**src/rtl/seq_div_32_if.sv**
```systemverilog
// Operand/result bundle for the iterative divider: request side on the master,
// datapath side on the slave.
interface seq_div_32_if #(
    parameter int WIDTH = 32
);
    logic             START;
    logic             SnU;
    logic [WIDTH-1:0] DIVIDEND;
    logic [WIDTH-1:0] DIVISOR;
    logic [WIDTH-1:0] QUOTIENT;
    logic [WIDTH-1:0] REMAINDER;
    logic             BUSY;
    logic             DONE;
    logic             DIV_BY_ZERO;

    modport master (
        output START, SnU, DIVIDEND, DIVISOR,
        input  QUOTIENT, REMAINDER, BUSY, DONE, DIV_BY_ZERO
    );

    modport slave (
        input  START, SnU, DIVIDEND, DIVISOR,
        output QUOTIENT, REMAINDER, BUSY, DONE, DIV_BY_ZERO
    );
endinterface

```
**src/rtl/seq_div_32.sv**
```systemverilog
// Iterative restoring divider: one quotient bit per clock on a single subtract
// stage, with sign fixup afterwards for signed DIV/REM.
module seq_div_32 #(
    parameter int WIDTH = 32
) (
    input logic          CLK,
    input logic          RST,
    seq_div_32_if.slave  bus
);
    localparam int CW = $clog2(WIDTH);

    typedef enum logic [1:0] {
        sIdle,
        sCalc,
        sFix,
        sDone
    } state_t;

    state_t           stateReg;
    logic [CW-1:0]    countReg;
    logic [WIDTH-1:0] qReg;
    logic [WIDTH-1:0] prReg;
    logic [WIDTH-1:0] divisorReg;
    logic             negQReg;
    logic             negRReg;
    logic             zeroReg;
    logic [WIDTH-1:0] quotientReg;
    logic [WIDTH-1:0] remainderReg;
    logic             busyReg;
    logic             doneReg;
    logic             divByZeroReg;

    logic             dividendNeg;
    logic             divisorNeg;
    logic [WIDTH-1:0] dividendMag;
    logic [WIDTH-1:0] divisorMag;
    logic [WIDTH:0]   shifted;
    logic [WIDTH:0]   diff;
    logic             carryOut;

    assign dividendNeg = bus.SnU & bus.DIVIDEND[WIDTH-1];
    assign divisorNeg  = bus.SnU & bus.DIVISOR[WIDTH-1];
    assign dividendMag = dividendNeg ? -bus.DIVIDEND : bus.DIVIDEND;
    assign divisorMag  = divisorNeg  ? -bus.DIVISOR  : bus.DIVISOR;

    // The partial remainder stays below the divisor, so the (WIDTH+1)-bit
    // difference never overflows and its sign bit is exactly the borrow.
    assign shifted  = {prReg, qReg[WIDTH-1]};
    assign diff     = shifted - {1'b0, divisorReg};
    assign carryOut = ~diff[WIDTH];

    always_ff @(posedge CLK) begin
        if (RST) begin
            stateReg     <= sIdle;
            countReg     <= '0;
            qReg         <= '0;
            prReg        <= '0;
            divisorReg   <= '0;
            negQReg      <= 1'b0;
            negRReg      <= 1'b0;
            zeroReg      <= 1'b0;
            quotientReg  <= '0;
            remainderReg <= '0;
            busyReg      <= 1'b0;
            doneReg      <= 1'b0;
            divByZeroReg <= 1'b0;
        end else begin
            doneReg <= 1'b0;
            case (stateReg)
                sIdle, sDone: begin
                    stateReg <= sIdle;
                    if (bus.START) begin
                        busyReg      <= 1'b1;
                        divByZeroReg <= 1'b0;
                        prReg        <= '0;
                        countReg     <= CW'(WIDTH - 1);
                        divisorReg   <= divisorMag;
                        if (bus.DIVISOR == '0) begin
                            // Raw dividend parks in qReg so FIX can return it untouched.
                            zeroReg  <= 1'b1;
                            qReg     <= bus.DIVIDEND;
                            negQReg  <= 1'b0;
                            negRReg  <= 1'b0;
                            stateReg <= sFix;
                        end else begin
                            zeroReg  <= 1'b0;
                            qReg     <= dividendMag;
                            negQReg  <= dividendNeg ^ divisorNeg;
                            negRReg  <= dividendNeg;
                            stateReg <= sCalc;
                        end
                    end
                end
                sCalc: begin
                    prReg <= carryOut ? diff[WIDTH-1:0] : shifted[WIDTH-1:0];
                    qReg  <= {qReg[WIDTH-2:0], carryOut};
                    if (countReg == '0) begin
                        stateReg <= sFix;
                    end else begin
                        countReg <= countReg - CW'(1);
                    end
                end
                sFix: begin
                    if (zeroReg) begin
                        quotientReg  <= '1;
                        remainderReg <= qReg;
                        divByZeroReg <= 1'b1;
                    end else begin
                        quotientReg  <= negQReg ? -qReg  : qReg;
                        remainderReg <= negRReg ? -prReg : prReg;
                    end
                    busyReg  <= 1'b0;
                    doneReg  <= 1'b1;
                    stateReg <= sDone;
                end
                default: begin
                    stateReg <= sIdle;
                end
            endcase
        end
    end

    assign bus.QUOTIENT    = quotientReg;
    assign bus.REMAINDER   = remainderReg;
    assign bus.BUSY        = busyReg;
    assign bus.DONE        = doneReg;
    assign bus.DIV_BY_ZERO = divByZeroReg;
endmodule

```
**src/flat_wrapper.sv**
```systemverilog
// flat-port wrapper written by rule: the top's interface ports become plain ports
module seq_div_32_flat 
#(
    parameter int WIDTH = 32
)
  (CLK, RST, bus_START, bus_SnU, bus_DIVIDEND, bus_DIVISOR, bus_QUOTIENT, bus_REMAINDER, bus_BUSY, bus_DONE, bus_DIV_BY_ZERO);
  seq_div_32_if #(.WIDTH(WIDTH)) bus_i ();
  input logic CLK;
  input logic RST;
  input wire logic [$bits(bus_i.START)-1:0] bus_START;
  input wire logic [$bits(bus_i.SnU)-1:0] bus_SnU;
  input wire logic [$bits(bus_i.DIVIDEND)-1:0] bus_DIVIDEND;
  input wire logic [$bits(bus_i.DIVISOR)-1:0] bus_DIVISOR;
  output wire logic [$bits(bus_i.QUOTIENT)-1:0] bus_QUOTIENT;
  output wire logic [$bits(bus_i.REMAINDER)-1:0] bus_REMAINDER;
  output wire logic [$bits(bus_i.BUSY)-1:0] bus_BUSY;
  output wire logic [$bits(bus_i.DONE)-1:0] bus_DONE;
  output wire logic [$bits(bus_i.DIV_BY_ZERO)-1:0] bus_DIV_BY_ZERO;
  assign bus_i.START = bus_START;
  assign bus_i.SnU = bus_SnU;
  assign bus_i.DIVIDEND = bus_DIVIDEND;
  assign bus_i.DIVISOR = bus_DIVISOR;
  assign bus_QUOTIENT = bus_i.QUOTIENT;
  assign bus_REMAINDER = bus_i.REMAINDER;
  assign bus_BUSY = bus_i.BUSY;
  assign bus_DONE = bus_i.DONE;
  assign bus_DIV_BY_ZERO = bus_i.DIV_BY_ZERO;
  seq_div_32 #(.WIDTH(WIDTH)) u_core (.CLK(CLK), .RST(RST), .bus(bus_i));
endmodule
```
**config.mk**
```make
export PLATFORM = sky130hd
export DESIGN_NAME = seq_div_32_flat
export DESIGN_NICKNAME = d
export VERILOG_FILES = /design/src/rtl/seq_div_32_if.sv /design/src/rtl/seq_div_32.sv /design/src/flat_wrapper.sv
export SDC_FILE = /design/constraint.sdc
export NUM_CORES = 1
export LEC_CHECK = 0
export ABC_AREA = 1
export CAP_MARGIN = 0
export CORE_ASPECT_RATIO = 2
export CORE_MARGIN = 2
export CORE_UTILIZATION = 60
export CTS_CLUSTER_DIAMETER = 200
export DETAILED_ROUTE_END_ITERATION = 7
export PLACE_DENSITY_LB_ADDON = 0.05
export SETUP_SLACK_MARGIN = 0.3
export SYNTH_ARGS = -nofsm -noshare
export SYNTH_HDL_FRONTEND = slang
export SYNTH_SLANG_ARGS = --single-unit
```
**constraint.sdc**
```tcl
create_clock -name CLK -period 6.4 [get_ports CLK]
set_clock_uncertainty 0.2 [all_clocks]
set_input_delay 0.64 -clock CLK [delete_from_list [all_inputs] [get_ports CLK]]
set_output_delay 0.64 -clock CLK [all_outputs]
set_load 0.01 [all_outputs]
```
==> Yosys cells after proc, flatten, opt, wreduce, memory -nomap -nowiden <==
Cells that the tools add are included.
{ "classes": {"n_addsub": 6, "bitwise_logic": 4, "n_mux": 28, "reduce_logical": 11, "n_eq_ne": 7} }
{ "ops": {"columns": ["op", "n"], "rows": [
  ["$mux W32", 10],
  ["$neg A32 Y32", 4],
  ["$pmux W32 S2", 2],
  ["$sub A33 B32 Y33", 1],
  ["$logic_not A32 Y1", 1],
  ["$mux W5", 2],
  ["$pmux W5 S2", 1],
  ["$mux W1", 7],
  ["$mux W2", 3],
  ["$pmux W2 S3", 1],
  ["$reduce_and A2 Y1", 3],
  ["$reduce_and A3 Y1", 2],
  ["$logic_not A5 Y1", 1],
  ["$sub A5 B1 Y5 const B", 1],
  ["$eq A2 B2 Y1 const B", 2],
  ["$ne A2 B1 Y1 const B", 2],
  ["$ne A2 B2 Y1 const B", 2],
  ["$pmux W1 S2", 2],
  ["$reduce_bool A2 Y1", 2],
  ["$and A1 B1 Y1", 2],
  ["$eq A2 B1 Y1 const B", 1],
  ["$logic_not A2 Y1", 1],
  ["$reduce_or A2 Y1", 1],
  ["$not A1 Y1", 1],
  ["$xor A1 B1 Y1", 1]
]} }
{ "word_totals": {"regBits": 173, "word_cells": 69} }

==> Logic depth before layout (Yosys ltp) <==
Gate-level depths: netlist (run 1).
{ "logic_depth": {"word_depth": 5, "mapped_depth": 18, "mapped_depth_nobuf": 17} }

==> Worst setup path after synthesis (run 1) <==
OpenSTA, ideal clock, no wires.
{ "synth_timing": {"kind": "register to register", "startpoint": "register u_core.qReg[31]", "endpoint": "register u_core.prReg[14]", "n_path_buf": 1, "setup_time_ns": 0.132, "required_time_ns": 6.068, "t_arrival_ns": 2.061, "slack_ns": 4.007, "stages_incl_launch_ff": 19, "path_cell_list": "dfxtp_1 > inv_1 > ha_1 > fa_1 > inv_1 > nand2_1 > nand2_1 > nand3_1 > nand2_2 > nand2_2 > nand2_2 > nand2_4 > nand2_4 > nand2_4 > nand2_4 > buf_6 > nand2_1 > nand3_1 > a21oi_1"} }
{ "synth_between": {"elab_chain_cells": 3} }
{ "synth_lines": {"columns": ["item", "line_no", "source"], "rows": [
  ["start, declared", "seq_div_32.sv:21", "logic [WIDTH-1:0] qReg;"],
  ["start signal, assigned", "seq_div_32.sv:81", "qReg <= bus.DIVIDEND;"],
  ["start signal, assigned", "seq_div_32.sv:87", "qReg <= dividendMag;"],
  ["start signal, assigned", "seq_div_32.sv:96", "qReg <= {qReg[WIDTH-2:0], carryOut};"],
  ["$sub A33 B32 Y33", "seq_div_32.sv:49", "assign diff = shifted - {1'b0, divisorReg};"],
  ["$mux W32", "seq_div_32.sv:95", "prReg <= carryOut ? diff[WIDTH-1:0] : shifted[WIDTH-1:0];"],
  ["$pmux W32 S2", "seq_div_32.sv:69", "case (stateReg)"],
  ["end signal, assigned", "seq_div_32.sv:95", null],
  ["end, declared", "seq_div_32.sv:22", "logic [WIDTH-1:0] prReg;"]
]} }
Every way passes these cells.
A chain may end at the register's enable or synchronous reset.

==> Worst setup path after layout (run 1) <==
{ "layout_timing": {"startpoint": "register u_core.stateReg[0]", "endpoint": "register u_core.countReg[4]"} }
{ "layout_between": {"elab_chain_cells": 4} }
{ "layout_lines": {"columns": ["item", "line_no", "source"], "rows": [
  ["start, declared", "seq_div_32.sv:19", "state_t stateReg;"],
  ["start signal, assigned", "seq_div_32.sv:54", "stateReg <= sIdle;"],
  ["start signal, assigned", "seq_div_32.sv:71", "stateReg <= sIdle;"],
  ["start signal, assigned", "seq_div_32.sv:84", "stateReg <= sFix;"],
  ["$eq A2 B2 Y1 / $logic_not A2 Y1 (equally long branches)", "seq_div_32.sv:69", null],
  ["$reduce_or A2 Y1", "seq_div_32.sv:69", null],
  ["$ne A2 B2 Y1 (no source line) / $reduce_bool A2 Y1 (equally long branches)", null, null],
  ["$reduce_and A3 Y1 (no source line)", null, null],
  ["end signal, assigned", "seq_div_32.sv:76", "countReg <= CW'(WIDTH - 1);"],
  ["end signal, assigned", "seq_div_32.sv:100", "countReg <= countReg - CW'(1);"],
  ["end, declared", "seq_div_32.sv:20", "logic [CW-1:0] countReg;"]
]} }
Several ways; a longest one is shown, not always the timed one.

==> results by group, run 1 <==
Pwr
  – Sequential share of power: 0.300
  – Peak supply drop: 0.312 mV
  – P per Cell Area: 345 nW/um^2
  – Clock power frac: 0.206
  – Comb pwr share: 0.494
  – Net Sw Frac: 0.467
  – Cell Int Power: 2.86 mW
  – Net load switching power: 2.51 mW
  – Leakage Power: 7.52 nW

STA
  – Final hold vios: 0
  – Setup WS post-layout: 1.92 ns
  – Tmin final: 4.48 ns
  – FMAX: 223 MHz
  – Setup TNS: 0 ns
  – Final period util: 0.699
  – Slew Limit Fails: 0
  – Setup-failing EPs final: 0
  – Relative slew slack: 0.305
  – Pin slew with the least headroom to its limit: 1.04 ns
  – RSZ-0062 raised after global routing: no

Clock network
  – Hold_buf cts: 0
  – Clk slew on worst S/H paths: 0.07 ns
  – CTS Buffer Depth: 2
  – CTS tree: yes
  – Resized cells post-CTS: 0
  – H-tree level count: 4
  – Num CTS Buffers: 17
  – Clk sinks: 173
  – Root Driver: clkbuf_16
  – Clk Latency, worst-skew pair: 0.45 ns
  – Post-CTS Setup Inserts: 0

Placement
  – Final HPWL DP: 31.9 mm
  – # port buffers: 134
  – Setup WS pre-CTS: 1.59 ns
  – Gp weighted congestion: 0.962

Floorplanning
  – Die ar.: 24000 sq um
  – I/O pin count: 135
  – Die Y: 217 microns
  – Core ar.: 22400 sq um
  – Die width: 110 microns
  – Site Rows: 78
  – Initial Util: 0.606

Layout
  – Commonest non-fill, non-tap cells in the layout: nand2_1, inv_1, a21oi_1, nand3_1, dfxtp_1
  – Layout fillers: 2135
  – Ratio of cells with drive above 1 in the final layout: 0.0698
  – Diode count: 0
  – Most common cell after layout, fill and taps aside: nand2_1
  – Layout net count: 2418
  – Synth-to-Final Area Change: 14.6%

Logic synthesis
  – Seq/Total Area, Yosys: 0.255
  – EDFF count, synth: 0
  – Largest cells by area after synthesis: dfxtp_1, nand2_1, inv_1, a21oi_1, nand3_1
  – Yosys Warn Count: 0
  – Syn Area/Cell: 6.08 sq um
  – Post-Syn Nets: 2345
  – Synth cell types: 51
  – Async set or reset register ratio after synthesis: 0
  – Post-Synthesis Cells: 2236
  – Largest area contributor in the netlist: dfxtp_1
  – Top-area cell type share of the netlist area: 0.255
  – Synth Cell Area: 13600 sq um
  – Post-synth top flop: dfxtp_1
  – Flops & latches, synth: 173

Setup path
  – Crit path launch type: flop
  – Crit path arrival time: 4.57 ns
  – Crit Path Max Fanout: 50
  – Critical Path RT: 6.50 ns
  – Crit Path Category: reg -> reg
  – R2R Path Start: u_core.stateReg[0]
  – Crit end category: flop
  – Worst reg2reg path depth: 13
  – Reg2reg setup slack: 1.92 ns
  – R2r endpoint: u_core.countReg[4]

Worst hold path
  – Worst hold stages: 2
  – Hold EP: u_core.bus.REMAINDER[10]
  – Hold Path Origin: RST
  – Hold Crit Class: in -> reg

Route
  – Residual DRC: 0
  – Routed len/inst: 16.2 microns
  – Drt via density: 5.68
  – 1st-iter DRT viols: 1357
  – DRT Wirelength: 42.2 mm
  – Antenna-violating nets left: 0
  – Drt pass-1 iters: 6
  – Vias post-DR: 14767

Job
  – Max cap viols: 0

Outcome
  – Status: completed

GRT
  – Number of global-route vias before repair: 13258
  – First-pass GRT wire length: 67.2 mm
  – Largest net degree at the start of global routing: 88
  – Total Routing Usage GR: 0.343
  – Congestion Overflow GR: 0
  – Initial antenna violation count: 0
==> metrics by stage <==
step | total power, mW | util | cell area (sq um) | instances | hold slack, ns
after detailed placement | 4.21 | 0.666 | 15000 | 2570 | 0.254
after CTS | 5.32 | 0.694 | 15600 | 2602 | 0.183
after global placement | 4.18 | 0.666 | 15000 | 2570 | 0.251
after global routing | 5.75 | 0.694 | 15600 | 2602 | 0.205
after floorplan | 3.39 | - | 13600 | 2236 | 0.249
final | 5.37 | 0.694 | 15600 | 2602 | 0.198
==> registers in the layout, indices dropped and copies added, names as in the netlist, 2 cells and up <==
signal / cells
u_core.divisorReg: 32
u_core.countReg: 5
u_core.bus.REMAINDER: 32
u_core.prReg: 32
u_core.stateReg: 2
u_core.qReg: 32
u_core.bus.QUOTIENT: 32
==> area by class of cell <==
| cell class | count | area, sq um | area share |
|---|---|---|---|
| Sequential cell | 173 | 3460 | 0.222 |
| Inverter | 349 | 1310 | 0.0841 |
| Timing Repair Buffer | 146 | 1430 | 0.0915 |
| Multi-Input combinational cell | 1622 | 8410 | 0.540 |
| Tap cell | 280 | 350 | 0.0225 |
| Clock buffer | 18 | 439 | 0.0282 |
| Clock inverter | 14 | 186 | 0.0120 |
==> power groups by stage <==
stage / sequential, mW / combinational, mW / clock (mW)
5_1_grt: 1.64 / 2.94 / 1.16
4_1_cts: 1.60 / 2.61 / 1.11
6_report: 1.61 / 2.65 / 1.11
3_5_place_dp: 1.62 / 2.59 / 0
2_1_floorplan: 1.56 / 1.82 / 0
3_3_place_gp: 1.62 / 2.56 / 0
==> Yosys cell counts (all sizes together), types with 4 or more instances <==
cell type	count
a31oi	11
xor2	28
and2	4
xnor2	20
nand4	26
o21a	5
o211ai	21
o21ai	143
a21oi	236
nand3b	14
nor3	37
o221ai	10
a221oi	5
nor2	179
clkbuf	61
nand3	214
nand2	582
nor4	7
or2	9
a21o	9
o21bai	14
dfxtp	173
inv	348
ha	40
buf	31
==> worst max-delay path by stage <==
stage | from | end | slack, ns | cells after the start
floorplan | u_core.qReg[31] | u_core.prReg[14] | 4.01 | 18
CTS | u_core.stateReg[0] | u_core.countReg[4] | 1.95 | 13
global route | u_core.stateReg[0] | u_core.countReg[4] | 1.55 | 13
global placement | bus_START | u_core.countReg[4] | 1.71 | 12
finish | u_core.stateReg[0] | u_core.countReg[4] | 1.92 | 13
detailed placement | bus_START | u_core.countReg[4] | 1.59 | 12
==> cells by family after synthesis <==
logic type	Yosys count	share of synthesized area
compound gates	458	0.191
xor+xnor	48	0.0309
fa+ha+maj	41	0.0383
buf+inv	441	0.128
flops	173	0.255
simple gates	1075	0.357
==> layer usage <==
layer  vias to the layer above  track usage  wire length (microns)
met3                       127       0.0476                   2720
met5                         -            0                      0
met4                         0        0.165                   2100
met2                       634        0.555                  19500
met1                      6602        0.451                  17900
li1                       7404            -                      -
==> worst max-delay path: stages (launching register included) <==
cell	delay [ns]
dfxtp_1	0.33
inv_1	0.06
ha_1	0.32
nand2_1	0.68
inv_2	0.55
a21oi_4	0.94
inv_2	0.47
nand2_1	0.23
inv_2	0.07
nand2_1	0.07
or2_1	0.12
nor2_1	0.05
xor2_1	0.14
a21oi_1	0.08
No activity file was read; power rests on OpenSTA's default activity.
==> run 2, diff against run 1 <==
Settings changed: CORE_UTILIZATION 60 to 53.
Clock period 6.4 ns to 4 ns, I/O delays scaled along.
==> results by group, run 2 (same netlist as run 1, synthesis figures left out) <==
Pwr
  – Leakage Power: 7.55 nW
  – Peak supply drop: 0.369 mV
  – P per Cell Area: 553 nW/um^2

Setup path
  – Slowest stage delay, CP: 0.42 ns
  – Worst-path cell chain: inv_1, ha_1, fa_1, inv_1, nand2_1, nand2_1, nand3_1, nand2_2, nand2_2, nand2_2, nand2_4, nand2_4, nand2_4, nand2_4, nand2_1, nand3_1, a21oi_1
  – Worst reg2reg path depth: 17
  – Crit end category: flop
  – Crit Path Category: reg -> reg
  – Critical-path top delay cell: fa_1
  – Crit path arrival time: 3.26 ns
  – R2r endpoint: u_core.prReg[21]
  – Crit path launch type: flop
  – Reg2reg setup slack: 0.83 ns
  – Critical Path RT: 4.09 ns
  – Crit Path Max Fanout: 33
  – Critical Path End: u_core.prReg[21]
  – R2R Path Start: u_core.qReg[31]
  – Cell mode on critical path: nand2_4
  – CP startpoint: u_core.qReg[31]

Job
  – Max cap viols: 0

Layout
  – Most common cell after layout, fill and taps aside: nand2_1
  – Synth-to-Final Area Change: 15.4%
  – Finished Cell Area: 15700 sq um
  – Post-Layout Cell Count: 2666
  – Commonest non-fill, non-tap cells in the layout: nand2_1, inv_1, a21oi_1, nand3_1, dfxtp_1
  – Layout net count: 2423
  – Ratio of cells with drive above 1 in the final layout: 0.0714
  – Final core utilization: 0.617
  – Diode count: 0

GRT
  – Total Routing Usage GR: 0.326
  – Largest net degree at the start of global routing: 90
  – First-pass GRT wire length: 69.0 mm
  – Initial antenna violation count: 0
  – Congestion Overflow GR: 0
  – Number of global-route vias before repair: 13030

STA
  – Tmin final: 3.17 ns
  – Pin slew with the least headroom to its limit: 1.05 ns
  – WHS: 0.264 ns
  – Relative slew slack: 0.299
  – Final hold vios: 0
  – Setup-failing EPs final: 0
  – Setup TNS: 0 ns
  – Final period util: 0.792
  – FMAX: 316 MHz
  – Slew Limit Fails: 0
  – RSZ-0062 raised after global routing: no

Clock network
  – Num CTS Buffers: 17
  – H-tree level count: 4
  – Clk slew on worst S/H paths: 0.07 ns
  – Root Driver: clkbuf_16
  – Resized cells post-CTS: 0
  – Post-CTS Setup Inserts: 0
  – Clk sinks: 173
  – CTS tree: yes
  – Clk Latency, worst-skew pair: 0.46 ns
  – CTS Buffer Depth: 2
  – Hold_buf cts: 0

Route
  – Vias post-DR: 14618
  – Drt via density: 5.48
  – Drt pass-1 iters: 5
  – Antenna-violating nets left: 0
  – Routed len/inst: 16.6 microns
  – DRT Wirelength: 44.2 mm
  – Residual DRC: 0
  – 1st-iter DRT viols: 1308

Floorplanning
  – I/O pin count: 135
  – Die ar.: 27000 sq um
  – Die width: 117 microns
  – Site Rows: 83
  – Core ar.: 25400 sq um
  – Initial Util: 0.535
  – Die Y: 231 microns

Placement
  – Gp weighted congestion: 0.993
  – Cells after DPL: 2635
  – Final HPWL DP: 33.4 mm
  – # port buffers: 134
  – Placed Area: 15100 sq um

Outcome
  – Status: completed

Worst hold path
  – Hold Crit Class: reg -> reg
## run 2: changes by cell type in the layout (fill, tap and decap cells not counted), sizes merged
cell,previous run,this run
buf,13,18
inv,351,352
clkinv,7,6
clkinvlp,2,1
## run 2: critical path: cells and delay by family, from the launching register on
kind            cells  cell delay [ns]
compound gates      1             0.07
buf+inv             2             0.20
flops               1             0.38
simple gates       12             1.48
fa+ha+maj           2             0.66
## run 2: worst min path at each step
stage	cells past startpoint	startpoint	to
4_1_cts	2	u_core.bus.REMAINDER[11]	u_core.bus.REMAINDER[11]
5_1_grt	2	u_core.bus.BUSY	u_core.bus.BUSY
6_report	2	u_core.bus.BUSY	u_core.bus.BUSY
3_3_place_gp	2	u_core.bus.REMAINDER[16]	u_core.bus.REMAINDER[16]
3_5_place_dp	2	u_core.bus.BUSY	u_core.bus.BUSY
2_1_floorplan	1	u_core.countReg[0]	u_core.countReg[0]
## run 2: power by group
part           total, mW  switching (mW)  internal, mW
Combinational       4.30            2.87          1.44
Clock               1.79           0.777          1.01
Sequential          2.58           0.438          2.15
Total               8.68            4.08          4.60
## run 2: layout make-up
| type | instances | area, sq um |
|---|---|---|
| clock buffer | 18 | 439 |
| multi-input combinational | 1622 | 8410 |
| fill | 2562 | 9750 |
| timing repair buffer | 151 | 1460 |
| inverter | 349 | 1310 |
| tap | 340 | 425 |
| clock inverter | 13 | 185 |
| sequential | 173 | 3460 |
## run 2: metrics by stage
stage	setup WS [ns]	total power, mW
floorplan	1.61	5.42
global placement	0.923	6.80
detailed placement	0.885	6.83
CTS	0.864	8.62
global route	0.641	9.27
finish	0.832	8.68
## run 2: layer usage
metal	routed length, microns	global-route usage	part of all wire
met1	19300	0.437	0.44
met2	20700	0.524	0.47
met3	2370	0.0368	0.054
met4	1870	0.138	0.042
met5	0	0	0
==> patch 1: new RTL, settings of run 2 <==
Re-encode `state_t` (4 states) as one-hot, 4 bits wide.
--- a/src/rtl/seq_div_32.sv
+++ b/src/rtl/seq_div_32.sv
@@ -11,7 +11,7 @@
 
-    typedef enum logic [1:0] {
-        sIdle,
-        sCalc,
-        sFix,
-        sDone
+    typedef enum logic [3:0] {
+        sIdle = 4'b0001,
+        sCalc = 4'b0010,
+        sFix  = 4'b0100,
+        sDone = 4'b1000
     } state_t;
Formal check against the unedited RTL: no difference found for any inputs over 10 cycles, from zero or initial values and one cycle with RST high; not proved beyond that.
==> patch 1 against run 2 <==
Synthesized area down 2.2%. Global-route usage decreased by 0.49 points. Synthesized cell count decreased by 4.4%. Sequential cell count grew 2. Wire length down 3.8%. Utilization grew 0.46 points. Worst setup slack better by 0.14 ns. Final area is 1.7% lower. Largest cell class unchanged.
Power is not compared: it rests on default switching activity, and its combinational part moved more than twofold at a synthesized area within 25%.
==> patch 1: results (changes against run 2) <==
The run gives 33000 µm (-0.97%) as the final HPWL from detailed placement. Internal power comes to 3.29 mW. Sequential element share of the synthesized area: 0.263 (+0.00868).

The number of cells on the worst reg-to-reg path came out at 16 (-1). The maximum fanout along the worst path came out at 28 (-15%). The total track usage is 0.321 (-0.00489).

For the pin count of the biggest net entering global routing, the log shows 86 (-4.4%). The total via count after detailed routing was 13900 (-4.7%); the placed instance area was 14800 µm² (-1.7%). The run gives 42500 µm (-3.8%) as the sum of routed wire length over all layers. The count of cell types in the netlist came out at 54 (+5.9%).

The worst slack on hold paths is 0.154 ns (-0.109 ns). The final weighted congestion in routability-driven placement came out at 0.960 (-3.3%). The final routed wire length divided by cell count was 16.5 µm (-0.58%); the endpoint arrival time on the critical path was 3.20 ns (-0.06 ns).

The layout cell share with drive strength beyond 1 came out at 0.0771 (+0.00573). For the headroom to the max-slew limit, the log shows 0.266 (-0.0327). The worst hold path belongs to the class in -> reg. Worst-case setup slack after placement: 1.02 ns (+0.130 ns). The final net count is 2338 (-3.5%). Yosys attributes the largest share of cell area to sky130_fd_sc_hd__dfxtp_1 (26%), sky130_fd_sc_hd__nand2_1 (16%), sky130_fd_sc_hd__inv_1 (9.0%), sky130_fd_sc_hd__nand3_1 (6.2%), sky130_fd_sc_hd__a21oi_1 (5.3%). The synthesized net count came out at 2245 (-4.3%). The endpoint of the worst setup timing path is u_core.prReg[26].

The flow ran to the end, and the final reports show no timing, DRC or antenna violations. The number of violations reported at the end of detailed-routing iteration 0 was 1314 (+0.46%). The hold path startpoint was RST.

The logs give 12500 (-3.8%) for the via count of the first global-routing pass and 66100 µm (-4.2%) for the wire length of the first global-routing pass. The length of the first detailed-routing pass in iterations is 6 (+1), and the synthesized area per cell is 6.22 µm² (+2.3%). The depth of the worst hold-timing path is 3 (+1), and the post-layout minimum cycle time is 3.03 ns (-0.140 ns). Counting instances in the post-synthesis netlist gives the leading cell types as sky130_fd_sc_hd__nand2_1 (566), sky130_fd_sc_hd__inv_1 (319), sky130_fd_sc_hd__nor2_1 (180), sky130_fd_sc_hd__dfxtp_1 (175), sky130_fd_sc_hd__nand3_1 (165).
-- patch 1: cell count changes after synthesis, moves of 13 or more --
| cell | change |
|---|---|
| sky130_fd_sc_hd__inv_1 | -14 |
| sky130_fd_sc_hd__a21oi_1 | -73 |
| sky130_fd_sc_hd__nor2_1 | +13 |
| sky130_fd_sc_hd__nand2_4 | +22 |
| sky130_fd_sc_hd__o22ai_1 | +26 |
| sky130_fd_sc_hd__clkbuf_1 | -16 |
| sky130_fd_sc_hd__xor2_1 | +25 |
| sky130_fd_sc_hd__nand3_2 | -16 |
| sky130_fd_sc_hd__o21ai_0 | -20 |
-- patch 1: routing by layer --
metal | global-route usage | part of all wire | wire length, µm | vias to the layer above
met5 | 0 | 0 | 0 | -
met1 | 0.423 | 0.43 | 18100 | 6299
met4 | 0.167 | 0.055 | 2330 | 0
met2 | 0.507 | 0.46 | 19500 | 486
li1 | - | - | - | 7043
met3 | 0.0417 | 0.058 | 2480 | 107
-- patch 1: kinds of logic (layout without fill, tap and decap cells) --
group,count (synthesis),count (layout),share of synthesized area
xor+xnor,68,68,0.0448
flops,175,175,0.263
fa+ha+maj,39,39,0.0372
buf+inv,417,523,0.126
simple gates,1054,1054,0.360
compound gates,385,385,0.169
-- patch 1: final cells by class --
cell class                 instances  area (µm²)  area share
clock inverter                    13         174      0.0113
multi-input combinational       1546        8140       0.528
timing repair buffer             152        1470      0.0955
inverter                         339        1270      0.0826
sequential                       175        3500       0.227
tap                              336         420      0.0272
clock buffer                      19         443      0.0287
-- patch 1: power by group through the flow --
stage                     Clock, mW  Sequential [mW]  Combinational, mW
after detailed placement          0             1.95               1.36
after global routing           1.86             1.92               1.54
after CTS                      1.79             1.91               1.37
after global placement            0             1.95               1.36
after floorplan                   0             1.92              0.968
final                          1.78             1.91               1.39
==> patch 2: new RTL, settings of run 2 <==
Made on the original files. `WIDTH` is set to 32 in 3 places; all go to 16.
--- a/src/rtl/seq_div_32_if.sv
+++ b/src/rtl/seq_div_32_if.sv
@@ -3,3 +3,3 @@
 interface seq_div_32_if #(
-    parameter int WIDTH = 32
+    parameter int WIDTH = 16
 );
--- a/src/rtl/seq_div_32.sv
+++ b/src/rtl/seq_div_32.sv
@@ -3,3 +3,3 @@
 module seq_div_32 #(
-    parameter int WIDTH = 32
+    parameter int WIDTH = 16
 ) (
--- a/src/flat_wrapper.sv
+++ b/src/flat_wrapper.sv
@@ -3,3 +3,3 @@
 #(
-    parameter int WIDTH = 32
+    parameter int WIDTH = 16
 )
Ports: changed (resized bus_DIVIDEND, bus_DIVISOR, bus_QUOTIENT and bus_REMAINDER); port bits go from 135 to 71. The function was not compared with the original's and may differ.
==> patch 2 against run 2 <==
Die area shrank 51%. Final area shrank 52%. Critical endpoint is now u_core.prReg[3]. First-iteration DRC count down 73%. Maximum frequency is 23% higher. Synthesized area shrank 53%. Wire length shrank 57%. Utilization grew 0.55 points. Worst hold slack improved by 0.014 ns. Clock power down 53%. Via count decreased by 53%. Sequential cell count is 81 lower. Total power down 50%. Worst setup slack better by 0.59 ns.
==> patch 2: results (changes against run 2) <==
Via count of the first global-routing pass: 6363 (-51%). The count of cell types in the netlist is 46 (-9.8%). The data-path buffer share of cell area in the final layout is 0.0994 (+0.00614).

The number of clock buffers in the layout is 10 (-8), and the multi-input logic cell count is 740 (-54%). The run gives 0.934 (-5.9%) as the final weighted congestion in routability-driven placement. Cell count after synthesis: 1036 (-54%).

The maximum fanout along the worst path was 17 (-48%); the wire length of the first global-routing pass was 30600 µm (-56%). For the total standard cell area after synthesis, the log shows 6460 µm² (-53%). The clock network area share is 0.0389 (-0.000918), and the number of buffers added by the clock tree synthesis step is 9 (-8). The placed instance area came out at 7210 µm² (-52%). The sequential element share of the synthesized area is 0.285 (+0.0305), and the number of non-clock inverters in the layout is 166 (-52%). The endpoint arrival time on the critical path came out at 2.58 ns (-0.68 ns).

The number of non-clock buffers is 76 (-50%), and the via density per instance is 5.52 (+0.60%). The run gives 1236 (-54%) as the post-route non-filler standard cell count. Source-to-sink clock delay at the later pin of the worst-skew pair: 0.34 ns (-0.12 ns).

Yosys attributes the largest share of cell area to sky130_fd_sc_hd__dfxtp_1 (29%), sky130_fd_sc_hd__nand2_1 (14%), sky130_fd_sc_hd__inv_1 (9.2%), sky130_fd_sc_hd__nand3_1 (8.4%), sky130_fd_sc_hd__a21oi_1 (6.7%). The share of cell area taken by multi-input logic gates is 0.508 (-0.0274), and the clock net sink count is 92 (-47%). For the maximum level of the CTS H-tree, the log shows 3 (-1). The number of I/O port buffers was 70 (-48%); the number of violations reported at the end of detailed-routing iteration 0 was 354 (-73%).

Sorting the synthesized cells by how often they occur yields sky130_fd_sc_hd__nand2_1 (243), sky130_fd_sc_hd__inv_1 (159), sky130_fd_sc_hd__nand3_1 (108), sky130_fd_sc_hd__dfxtp_1 (92), sky130_fd_sc_hd__a21oi_1 (87). Startpoint of the worst-slack reg-to-reg timing path: u_core.qReg[15]. The worst-case setup slack after placement came out at 1.39 ns (+0.502 ns).

The logs give 1096 (-53%) for the synthesized net count and 44 (-51%) for the pin count of the biggest net entering global routing. For the worst supply voltage drop on vdd, the log shows 372 µV (+0.68%). The run finished with clean final reports.

The transition at the pin with the smallest max-transition slack came out at 0.918 ns (-0.134 ns). The final routed wire length divided by cell count was 15.5 µm (-6.5%). For the length of the first detailed-routing pass in iterations, the log shows 6 (+1). The sequential share of cell area is 0.245 (+0.0249).

Number of fill cells in the layout: 1200 (-53%). The total track usage came out at 0.301 (-0.0248).
==> patch 2: cell count changes in the layout (fill, tap and decap cells not counted), moves of 18 or more <==
cell / run 2 / this run
sky130_fd_sc_hd__dfxtp_1: 173 / 92
sky130_fd_sc_hd__nor2_1: 166 / 77
sky130_fd_sc_hd__nand3_2: 38 / 1
sky130_fd_sc_hd__nor3_1: 33 / 11
sky130_fd_sc_hd__a21oi_1: 213 / 87
sky130_fd_sc_hd__xor2_1: 28 / 10
sky130_fd_sc_hd__o21ai_0: 136 / 75
sky130_fd_sc_hd__clkdlybuf4s50_1: 133 / 70
sky130_fd_sc_hd__a21oi_2: 21 / 2
sky130_fd_sc_hd__nand3_1: 175 / 108
sky130_fd_sc_hd__nand2_1: 568 / 243
sky130_fd_sc_hd__inv_1: 332 / 159
==> patch 2: power by group <==
| group | internal, mW | total (mW) | switching (mW) |
|---|---|---|---|
| Combinational | 0.729 | 2.08 | 1.35 |
| Sequential | 1.13 | 1.39 | 0.257 |
| Clock | 0.494 | 0.846 | 0.352 |
==> patch 2: cell families after synthesis <==
family          Yosys count  share of synthesized area
flops                    92                      0.285
simple gates            489                      0.339
fa+ha+maj                24                     0.0476
buf+inv                 204                      0.125
xor+xnor                 17                     0.0230
compound gates          210                      0.181
==> patch 2: worst reg2reg max path, cell delays in order (launching register included) <==
cell,delay (ns)
sky130_fd_sc_hd__dfxtp_1,0.35
sky130_fd_sc_hd__inv_1,0.10
sky130_fd_sc_hd__ha_1,0.22
sky130_fd_sc_hd__fa_1,0.40
sky130_fd_sc_hd__inv_1,0.11
sky130_fd_sc_hd__nand2_1,0.06
sky130_fd_sc_hd__nand2_1,0.08
sky130_fd_sc_hd__nand3_1,0.08
sky130_fd_sc_hd__nand2_2,0.11
sky130_fd_sc_hd__nand2_2,0.09
sky130_fd_sc_hd__nand2_2,0.10
sky130_fd_sc_hd__nand2_4,0.14
sky130_fd_sc_hd__nand2_4,0.20
sky130_fd_sc_hd__nand2_1,0.08
sky130_fd_sc_hd__nand3_1,0.07
sky130_fd_sc_hd__a21oi_1,0.07
==> patch 2: routing by layer <==
| layer | share of wire | GRT usage | vias up |
|---|---|---|---|
| met2 | 0.54 | 0.541 | 147 |
| met3 | 0.024 | 0.0345 | 55 |
| met5 | 0 | 0 | - |
| met4 | 0.069 | 0.193 | 0 |
| met1 | 0.37 | 0.315 | 3150 |
| li1 | - | - | 3466 |
==> patch 2: worst paths after layout <==
path	end	slack, ns	cells past startpoint
min	u_core.bus.BUSY	0.28	2
max	u_core.prReg[3]	1.42	15
max reg2reg	u_core.prReg[3]	1.42	15
min reg2reg	u_core.bus.BUSY	0.28	2
